===== config.mk =====
export PLATFORM = sky130hd
export DESIGN_NAME = cp0_int_timer
export DESIGN_NICKNAME = d
export VERILOG_FILES = /design/src/rtl/cp0_int_timer.sv
export SDC_FILE = /design/constraint.sdc
export NUM_CORES = 1
export LEC_CHECK = 0
export CORE_ASPECT_RATIO = 1.2
export CORE_UTILIZATION = 52
export DETAILED_ROUTE_END_ITERATION = 12
export PLACE_DENSITY = 0.8
export SKIP_LAST_GASP = 1
export SLEW_MARGIN = 20
export SYNTH_ARGS = -nofsm -noshare
export SYNTH_HDL_FRONTEND = slang
export SYNTH_SLANG_ARGS = --single-unit
export TNS_END_PERCENT = 30

===== constraint.sdc =====
create_clock -name aclk -period 2.8 [get_ports aclk]
set_input_delay 0.56 -clock aclk [delete_from_list [all_inputs] [get_ports aclk]]
set_output_delay 0.56 -clock aclk [all_outputs]
set_load 0.01 [all_outputs]

===== src/rtl/cp0_int_timer.sv =====
// CP0 status/interrupt controller: BadVAddr, Count, Compare, Status, Cause, EPC,
// hardware interrupt synchroniser and Count/Compare timer.
module cp0_int_timer (
    input  logic        aclk,
    input  logic        aresetn,
    input  logic        mtc0_we,
    input  logic [4:0]  mtc0_addr,
    input  logic [31:0] mtc0_wdata,
    input  logic [4:0]  mfc0_addr,
    output logic [31:0] mfc0_rdata,
    input  logic [5:0]  hw_int,
    input  logic        exp_we,
    input  logic        exp_clean_exl,
    input  logic [4:0]  exp_code,
    input  logic        exp_bd,
    input  logic [31:0] exp_epc,
    input  logic        exp_badv_we,
    input  logic [31:0] exp_bad_vaddr,
    output logic [7:0]  interrupt_flags,
    output logic        allow_int,
    output logic [31:0] epc_out,
    output logic        timer_int
);

    localparam logic [4:0] REG_BADVADDR = 5'd8;
    localparam logic [4:0] REG_COUNT    = 5'd9;
    localparam logic [4:0] REG_COMPARE  = 5'd11;
    localparam logic [4:0] REG_STATUS   = 5'd12;
    localparam logic [4:0] REG_CAUSE    = 5'd13;
    localparam logic [4:0] REG_EPC      = 5'd14;

    logic [31:0] badvaddr_q, badvaddr_d;
    logic [31:0] count_q,    count_d;
    logic [31:0] compare_q,  compare_d;
    logic [7:0]  im_q,       im_d;
    logic        exl_q,      exl_d;
    logic        ie_q,       ie_d;
    logic        bd_q,       bd_d;
    logic        ti_q,       ti_d;
    logic [1:0]  ip_sw_q,    ip_sw_d;
    logic [4:0]  exc_code_q, exc_code_d;
    logic [31:0] epc_q,      epc_d;
    logic        tick_q,     tick_d;
    logic [5:0]  s1_q,       s1_d;
    logic [5:0]  hw_s_q,     hw_s_d;

    logic        mtc0_en_s;
    logic        inc_s;
    logic [31:0] count_inc_s;
    logic [7:0]  ip_s;
    logic [31:0] status_s;
    logic [31:0] cause_s;

    // A committing exception or ERET flushes the MTC0 in flight.
    assign mtc0_en_s   = mtc0_we & ~exp_we & ~exp_clean_exl;
    assign inc_s       = tick_q & ~(mtc0_en_s && (mtc0_addr == REG_COUNT));
    assign count_inc_s = count_q + 32'd1;

    assign ip_s     = {hw_s_q[5] | ti_q, hw_s_q[4:0], ip_sw_q};
    assign status_s = {9'd0, 1'b1, 6'd0, im_q, 6'd0, exl_q, ie_q};
    assign cause_s  = {bd_q, ti_q, 14'd0, ip_s, 1'b0, exc_code_q, 2'd0};

    assign interrupt_flags = ip_s & im_q;
    assign allow_int       = ie_q & ~exl_q;
    assign epc_out         = epc_q;
    assign timer_int       = ti_q;

    // Next-state logic for every architectural register.
    always_comb begin
        s1_d   = hw_int;
        hw_s_d = s1_q;

        if (mtc0_en_s && (mtc0_addr == REG_COUNT)) begin
            count_d = mtc0_wdata;
            tick_d  = 1'b0;
        end else begin
            count_d = inc_s ? count_inc_s : count_q;
            tick_d  = ~tick_q;
        end

        compare_d = (mtc0_en_s && (mtc0_addr == REG_COMPARE)) ? mtc0_wdata : compare_q;

        // Writing Compare acknowledges the timer and wins over a same-cycle match.
        if (mtc0_en_s && (mtc0_addr == REG_COMPARE)) begin
            ti_d = 1'b0;
        end else if (inc_s && (count_inc_s == compare_q)) begin
            ti_d = 1'b1;
        end else begin
            ti_d = ti_q;
        end

        if (mtc0_en_s && (mtc0_addr == REG_STATUS)) begin
            im_d = mtc0_wdata[15:8];
            ie_d = mtc0_wdata[0];
        end else begin
            im_d = im_q;
            ie_d = ie_q;
        end

        if (exp_we) begin
            exl_d = 1'b1;
        end else if (exp_clean_exl) begin
            exl_d = 1'b0;
        end else if (mtc0_en_s && (mtc0_addr == REG_STATUS)) begin
            exl_d = mtc0_wdata[1];
        end else begin
            exl_d = exl_q;
        end

        // A nested exception keeps the original EPC/BD.
        if (exp_we && !exl_q) begin
            epc_d = exp_epc;
            bd_d  = exp_bd;
        end else if (mtc0_en_s && (mtc0_addr == REG_EPC)) begin
            epc_d = mtc0_wdata;
            bd_d  = bd_q;
        end else begin
            epc_d = epc_q;
            bd_d  = bd_q;
        end

        exc_code_d = exp_we ? exp_code : exc_code_q;
        badvaddr_d = (exp_we && exp_badv_we) ? exp_bad_vaddr : badvaddr_q;
        ip_sw_d    = (mtc0_en_s && (mtc0_addr == REG_CAUSE)) ? mtc0_wdata[9:8] : ip_sw_q;
    end

    // MFC0 read multiplexer.
    always_comb begin
        case (mfc0_addr)
            REG_BADVADDR: mfc0_rdata = badvaddr_q;
            REG_COUNT:    mfc0_rdata = count_q;
            REG_COMPARE:  mfc0_rdata = compare_q;
            REG_STATUS:   mfc0_rdata = status_s;
            REG_CAUSE:    mfc0_rdata = cause_s;
            REG_EPC:      mfc0_rdata = epc_q;
            default:      mfc0_rdata = 32'd0;
        endcase
    end

    // State registers with synchronous active-low reset.
    always_ff @(posedge aclk) begin
        if (!aresetn) begin
            badvaddr_q <= 32'd0;
            count_q    <= 32'd0;
            compare_q  <= 32'd0;
            im_q       <= 8'd0;
            exl_q      <= 1'b0;
            ie_q       <= 1'b0;
            bd_q       <= 1'b0;
            ti_q       <= 1'b0;
            ip_sw_q    <= 2'd0;
            exc_code_q <= 5'd0;
            epc_q      <= 32'd0;
            tick_q     <= 1'b0;
            s1_q       <= 6'd0;
            hw_s_q     <= 6'd0;
        end else begin
            badvaddr_q <= badvaddr_d;
            count_q    <= count_d;
            compare_q  <= compare_d;
            im_q       <= im_d;
            exl_q      <= exl_d;
            ie_q       <= ie_d;
            bd_q       <= bd_d;
            ti_q       <= ti_d;
            ip_sw_q    <= ip_sw_d;
            exc_code_q <= exc_code_d;
            epc_q      <= epc_d;
            tick_q     <= tick_d;
            s1_q       <= s1_d;
            hw_s_q     <= hw_s_d;
        end
    end

endmodule


==> key figures <==
Cells and area
  • Utilization after layout: 70.7%
  • Antenna Cells: 0
  • Final layout net count: 1359
  • Fin area: 12000 sq um
  • Layout Area Growth over Synthesis: 32.5%
  • Layout cells sized above 1: 10.7%
  • Final Non-Filler Cells: 1463
  • Most frequent cells in the layout: nand2_1 (225), dfxtp_1 (160), clkdlybuf4s50_1 (160)
  • Most common cell after layout, fill and taps aside: nand2_1

CTS
  • Root Driver: clkbuf_16
  • Clock transition at path regs: 0.07 ns
  • CTS tree: yes
  • Post-CTS Hold Buffers: 0
  • Clk Latency, worst-skew pair: 0.43 ns
  • Clock tree buffer depth: 2
  • CTS Buf Count: 17
  • Clock tree sinks: 160
  • H-tree levels: 4

Worst setup path
  • CP arrival: 2.23 ns
  • WP data required: 2.24 ns
  • CP max FO: 14
  • Critical path launch point type: input pin
  • Worst-path cell chain: dlygate4sd2_1 > nand2b_1 > or3_1 > nor2_2 > buf_6 > a22oi_1 > o21ai_0 > dlygate4sd2_1
  • CP max stage cell: or3_1
  • Endpoint class of the critical path: output port
  • CP max stage delay: 0.38 ns
  • Critical setup path kind: input pin to output port
  • Cell mode on critical path: dlygate4sd2_1

Power and ir drop
  • Pwr Density: 449 nW/um^2
  • Maximum vdd drop: 402 uV
  • Leak Pwr: 5.47 nW

Drt
  • Post-route ant nets: 0
  • Avg WL per Cell: 20.3 microns
  • Via density: 5.99
  • 1st-pass router iterations: 6
  • First DRT Iteration DRCs: 865
  • Via count: 8761
  • Post-Route WL: 29700 microns
  • DRC: 0

Synth
  • Multiplexer share of the synthesized area: 10.7%
  • Seq/Total Area, Yosys: 35.3%
  • Share of the synthesized area in the top cell type: 35.3%
  • Synth Area in XOR/XNOR: 6.57%
  • EDFF count, synth: 0
  • Post-synth ARST share: 0%
  • Primary FF master, synth: dfxtp_1
  • Synthesized area: 9060 sq um
  • Simple logic cell fraction of the synthesized area: 21.8%
  • Synth Net Count: 1170
  • Compound-cell area share of the yosys netlist: 20.1%
  • Top cell type by total area after synthesis: dfxtp_1
  • Count of cell types in the netlist: 62
  • Post-synthesis cell count: 1045
  • Avg Cell Area, Syn: 8.67 sq um
  • Post-synthesis adder-cell area fraction: 0.138%
  • #FFs+latches synth: 160
  • Yosys warns: 0
  • Dominant cells by area after synthesis: dfxtp_1 (35%), mux2i_1 (11%), nand2_1 (9.4%)
  • Largest family of logic cells by synthesized area: simple AND/OR/NAND/NOR gates

Floorplan
  • Die area: 18000 sq um
  • Die Wd: 123 microns
  • Ports: 198
  • Initial Util: 53.4%
  • Die height: 147 microns
  • Row cnt: 52
  • Core ar.: 17000 sq um

Timing
  • Final period util: 99.7%
  • Final count of negative-setup-slack endpoints: 0
  • Tightest Pin Transition: 0.666 ns
  • Crit path time final: 2.79 ns
  • Slew headroom: 55.6%
  • Unrepaired setup endpoints after global routing: true
  • Clk_skew: 0.00811 ns
  • Fin. max-slew vios: 0
  • Final Hold Viols: 0
  • Achievable Freq: 358 MHz

GRT
  • Vias in the first global route: 8466
  • GRT Total Usage: 33.8%
  • Gr ovfl total: 0
  • First-pass GRT wire length: 46300 microns
  • Pin count of the biggest net entering global routing: 161
  • Antenna violations before repair: 0

Place
  • Inst Count DP: 1424
  • GP Congestion: 0.988
  • Port buffer count: 197
  • Post-DP HPWL: 21700 microns
  • Instance area after placement: 11400 sq um

Status
  • Status: finished, final reports clean

Worst hold path
  • HP Class: flip-flop to flip-flop

Run
  • MaxCap Viol Count: 0
state kept, by name (all words and copies together), names as in the netlist:
name and cells:
exc_code_q 5, count_q 32, timer_int 1, im_q 8, bd_q 1, epc_out 32, hw_s_d 6, hw_s_q 6
badvaddr_q 32, ip_sw_q 2, compare_q 32, exl_q 1, ie_q 1, tick_q 1
synthesized netlist by cell type, types with 18 or more instances:
cell type  count
nor2b_1       22
nand2_1      226
clkbuf_1      54
a21boi_0      43
o21ai_0       32
xor2_1        29
nor2_1        21
mux2i_1       96
buf_2         22
a21boi_1      22
nand3_1       18
xnor2_1       39
and2_1        21
o211a_1       61
dfxtp_1      160
cells by family (layout without fill, tap and decap cells):
group / Yosys count / after routing
and+or+nand+nor: 399 / 399
AOI/OAI and AO/OA: 225 / 225
DFF: 160 / 160
muxes: 97 / 97
buffers and inverters: 95 / 297
xor gates and xnor gates: 68 / 68
adders and majority gates: 1 / 1
power by group:
group | leakage, nW | total (mW) | internal, mW | switching, mW
Sequential | 1.31 | 2.43 | 2.36 | 0.0732
Clock | 0.276 | 2.29 | 1.30 | 0.991
Combinational | 3.89 | 0.675 | 0.377 | 0.297
timing repair:
item,4_1_cts,5_1_grt
buffers inserted,4,1
pin swaps,1,1
endpoints found under the setup margin,32,23
gates resized for setup,46,13
hold endpoints to repair,0,0
cloned,2,0
worst max-delay path: cells and delay by family:
kind            cells  cell delay, ns
compound gates      2            0.20
buf+inv             3            0.76
simple gates        3            0.70
final cells by class:
type | count | area [sq um]
multi-input cells | 790 | 5430
fillers | 1311 | 4980
flip-flops and latches | 160 | 3200
repair buffers | 263 | 2520
clock buffers | 21 | 470
well taps | 216 | 270
clock inverters | 11 | 106
inverters | 2 | 7.51
stage by stage:
step	setup WS (ns)	hold slack [ns]	TNS [ns]	total power, mW
2_1_floorplan	0.185	0.412	0	2.74
3_3_place_gp	-0.376	0.412	-10.25	3.13
3_5_place_dp	-0.409	0.417	-10.98	3.14
4_1_cts	-0.0888	0.435	-0.163	5.39
5_1_grt	-0.101	0.466	-0.698	5.56
6_report	0.00953	0.435	0	5.39
metal layers:
layer | global-route usage [%] | up-vias | wire (microns)
met4 | 15.2 | 0 | 1100
met1 | 43.0 | 4217 | 12100
met2 | 54.0 | 398 | 14300
met3 | 7.42 | 81 | 2130
met5 | 0 | - | 0
li1 | - | 4065 | -
worst paths after layout:
check | from | endpoint | slack, ns | cells past startpoint
worst max register to register | count_q[1] | timer_int | 0.27 | 8
worst min-delay path | hw_s_d[1] | hw_s_q[1] | 0.43 | 1
worst min register to register | hw_s_d[1] | hw_s_q[1] | 0.43 | 1
worst max-delay path | mfc0_addr[4] | mfc0_rdata[23] | 0.01 | 8
Note: power is estimated with default switching activity, not from simulation.
==> RTL change 1, RTL diff (config.mk and constraints unchanged) <==
Take the reset off `badvaddr_q`, `im_q` and `s1_q` and load them in a clocked block of their own.
--- a/src/rtl/cp0_int_timer.sv
+++ b/src/rtl/cp0_int_timer.sv
@@ -140,10 +140,8 @@
     // State registers with synchronous active-low reset.
     always_ff @(posedge aclk) begin
         if (!aresetn) begin
-            badvaddr_q <= 32'd0;
             count_q    <= 32'd0;
             compare_q  <= 32'd0;
-            im_q       <= 8'd0;
             exl_q      <= 1'b0;
             ie_q       <= 1'b0;
             bd_q       <= 1'b0;
@@ -152,13 +150,10 @@
             exc_code_q <= 5'd0;
             epc_q      <= 32'd0;
             tick_q     <= 1'b0;
-            s1_q       <= 6'd0;
             hw_s_q     <= 6'd0;
         end else begin
-            badvaddr_q <= badvaddr_d;
             count_q    <= count_d;
             compare_q  <= compare_d;
-            im_q       <= im_d;
             exl_q      <= exl_d;
             ie_q       <= ie_d;
             bd_q       <= bd_d;
@@ -167,10 +162,15 @@
             exc_code_q <= exc_code_d;
             epc_q      <= epc_d;
             tick_q     <= tick_d;
-            s1_q       <= s1_d;
             hw_s_q     <= hw_s_d;
         end
     end
 
+    always_ff @(posedge aclk) begin
+        badvaddr_q <= badvaddr_d;
+        im_q       <= im_d;
+        s1_q       <= s1_d;
+    end
+
 endmodule
 
Function: changed (Yosys sat finds a counterexample within 4 cycles, from zero or initial values and one cycle with aresetn low).
==> RTL change 1 against the original RTL <==
The run now ends with setup timing left; design area fell by 4.4%; power rose by 0.22%; routed wire length fell by 14%; sequential cell count did not move; area after synthesis fell by 8.1%; non-clock buffer count rose by 10; setup slack got worse by 0.036 ns; cell count fell by 6.8%; sequential power rose by 4%.
==> RTL change 1: results <==
[placement]
dpl_cell_area_mm2 = 0.0108
dpl.cell_count = 1320
dp_hpwl_mm = 18.1
gp_congestion = 0.903
dp_slack_ns = -0.671

[yosys]
synthAdderAreaFrac_pct = 0.150
synth_mux_area_share_pct = 8.53
async_flop_share_pct = 0
syn_inst = 931
synthTopCellsByArea = "dfxtp_1 29%, edfxtp_1 14%, mux2i_1 6.4%"
yosysSeqAreaShare_pct = 43.3
synth_common_cells = "120 x dfxtp_1, 111 x nand2_1, 92 x nor2_1"
synth_nets = 1056
synthXorXnorAreaFrac_pct = 7.05
synth_compound_area_share_pct = 17.6
yosysUniqueCellTypes = 59
synth_edf_count = 40

[cts]
cts.repair.resized = 74
clkTransAtPathRegs_ns = 0.06
ctsHtreeMaxLevel = 4
cts_setup_buffers = 9
clock-root-buffer = "clkbuf_16"
numCtsBuffers = 17

[pwr]
p_switching_w = 0.00132
p_leak_nw = 4.37
vdd_drop_max_uv = 371

[status]
status = "finished with violations"
violations = "setup timing"

[global_route]
grt_pass1_wl_mm = 40.6
grt_max_degree = 106
grt_usage_pct = 31.3
grt_pass1_vias = 7731

[sta]
fin_ws_ns = -0.0263
maxSlewHeadroom_pct = 56.7
setup_viol = 4
tns_ns = -0.0833
skew_ns = 0.00799

[drt]
wl_per_cell_um = 18.7
drtIter0Drc = 622
wl_met3_mm = 1.46
top_layer = "met4"
drtPass1Iterations = 5
viasPerCell = 5.85
wl_met2_mm = 12.5
wirelength_mm = 25.6
wl_met1_mm = 10.6

[critical_path]
r2r-start = "count_q[10]$_SDFFE_PN0P_"
path_max_fanout = 13

[final_layout]
post_route_cells_drive_above_1_share_pct = 13.5

[worst_hold_path]
min_from = "hw_s_d[4]$_DFF_P_"
-- RTL change 1: critical path: stages --
cell,delay (ns)
clkdlybuf4s15_2,0.19
nand3b_1,0.17
or2_2,0.32
nor2_2,0.14
buf_6,0.18
nand2_1,0.06
o21ai_0,0.07
clkdlybuf4s50_1,0.56
-- RTL change 1: path summary, 6_finish.rpt --
check / endpoint / slack [ns] / depth (start not counted)
worst min-delay path: hw_s_q[4]$_SDFF_PN0_ / 0.43 / 1
worst max register to register: timer_int$_SDFFE_PP0P_ / 0.32 / 7
worst max-delay path: mfc0_rdata[19] / -0.03 / 8
worst min register to register: hw_s_q[4]$_SDFF_PN0_ / 0.43 / 1
-- RTL change 1: cell type report --
cell class,count,area (um2)
Inverter,7,27.5
Sequential cell,160,3600
Timing Repair Buffer,273,2600
Fill cell,1169,4170
Clock buffer,18,439
Clock inverter,14,115
Tap cell,208,260
Multi-Input combinational cell,684,4430
-- RTL change 1: logic make-up after synthesis --
family                     Yosys count
adders and majority gates            1
DFF                                160
muxes                               69
buffers and inverters               87
AOI/OAI and AO/OA                  216
and+or+nand+nor                    331
xor gates and xnor gates            67
-- RTL change 1: metal layers --
metal  track usage [%]  vias up
li1                  -     3819
met3              4.94       56
met4              15.7        0
met2              52.9      343
met1              39.0     3755
met5                 0        -
-- RTL change 1: power by group through the flow --
stage	registers [W]	logic, W	clock network [W]
6_report	0.00253	0.000684	0.00220
5_1_grt	0.00254	0.000725	0.00232
4_1_cts	0.00253	0.000679	0.00220
3_5_place_dp	0.00258	0.000674	0
3_3_place_gp	0.00257	0.000663	0
2_1_floorplan	0.00257	0.000253	0
==> RTL change 2, RTL diff (same settings) <==
Without the edit above. The localparam `REG_COUNT` goes from 5'd9 to 5'd4.
--- a/src/rtl/cp0_int_timer.sv
+++ b/src/rtl/cp0_int_timer.sv
@@ -23,7 +23,7 @@
 );
 
     localparam logic [4:0] REG_BADVADDR = 5'd8;
-    localparam logic [4:0] REG_COUNT    = 5'd9;
+    localparam logic [4:0] REG_COUNT    = 5'd4;
     localparam logic [4:0] REG_COMPARE  = 5'd11;
     localparam logic [4:0] REG_STATUS   = 5'd12;
     localparam logic [4:0] REG_CAUSE    = 5'd13;
Behaviour: not the same (a bounded check fails within 4 cycles, from zero or initial values and one cycle with aresetn low).
==> RTL change 2 against the original RTL <==
The flow now finishes with violations (setup timing); register-to-register slack got worse by 0.17 ns; die area is 8.1% lower; design area down 2.2%; power decreased by 0.66%; worst hold slack improved by 0.0032 ns; setup slack lost 0.034 ns; count of clock-buffer cells in the layout is 4 lower; utilization is 4.4 points higher; sequential cell count unchanged; cell count decreased by 0.96%; routed wire length is 5.6% higher; area after synthesis decreased by 8.2%; critical path type unchanged; largest cell class unchanged; highest routed layer unchanged.
==> RTL change 2: results <==
[final_layout]
multi_input_cells = 760
clock_area_share_pct = 4.87
nClkBuffers = 17
num-nonclk-buffers = 281
post_route_cells_drive_above_1_share_pct = 12.3
layout.nets = 1353
buf_share_pct = 24.2
n_fill_cell = 1159
inverters = 8

[status]
violations = "setup timing"
status = "finished with violations"

[yosys]
synthTopCellsByArea = "dfxtp_1 38%, nand2_1 7.5%, mux2i_1 6.4%"
synth_compound_area_share_pct = 19.9
synth_common_cells = "167 x nand2_1, 160 x dfxtp_1, 104 x nor2_1"
yosysUniqueCellTypes = 58
synth_area_mm2 = 0.00832
synth_mux_area_share_pct = 6.51
synthXorXnorAreaFrac_pct = 7.47
yosysSeqAreaShare_pct = 38.5
synth_nets = 1138

[placement]
dp_hpwl_mm = 22.5
gp_congestion = 0.930

[sta]
fin_ws_ns = -0.0243
setup_viol = 11
skew_ns = 0.00906
worst_pin_slew_ns = 0.581

[pwr]
p_seq_share_pct = 45.3
p_sw_share_pct = 26.2
vdd_drop_max_uv = 428
p_comb_w = 0.000650

[critical_path]
r2r_slack_ns = 0.10
reg2reg_to = "timer_int$_SDFFE_PP0P_"
crit_path_top_delay_cell = "nor3b_4"
crit_arrival_ns = 2.26
path_max_fanout = 15
max_stage_delay_ns = 0.31
r2r-start = "count_q[12]$_SDFFE_PN0P_"

[drt]
drtIter0Drc = 955
wl_per_cell_um = 21.6
drtPass1Iterations = 7
viasPerCell = 6.18
wl_met1_mm = 10.9

[global_route]
grt_usage_pct = 38.0
grt_max_degree = 41
use_met2_pct = 67.7
use_met3_pct = 7.89
antenna_found_initial = 0
grt_pass1_wl_mm = 48.2
grt_use_met1_pct = 40.3

[cts]
ctsHtreeMaxLevel = 4

[worst_hold_path]
hold_end = "hw_s_q[0]$_SDFF_PN0_"
min_from = "hw_s_d[0]$_SDFF_PN0_"
==> RTL change 2: changes by cell type after synthesis, moves of 43 or more <==
cell / unedited run / this run
a211oi_1: 1 / 66
nand2_1: 226 / 167
o211a_1: 61 / 0
a21oi_1: 7 / 72
nor2_1: 21 / 104
mux2i_1: 96 / 53
==> RTL change 2: metrics by stage <==
step	setup TNS (ns)	util (%)	hold slack, ns	total power, W	cells
finish	-0.122	75.0	0.438	0.00536	1449
global route	-1.30	75.0	0.458	0.00552	1449
CTS	0	75.1	0.437	0.00537	1449
detailed placement	-13.86	70.9	0.421	0.00311	1410
global placement	-10.12	70.9	0.415	0.00310	1410
floorplan	0	-	0.412	0.00268	1013
==> RTL change 2: what timing repair did <==
item                       CTS  global route
gates cloned                 2             0
gates resized for setup     51            11
pin swaps                    7             2
buffers inserted             5             0
setup endpoints to repair   32            21
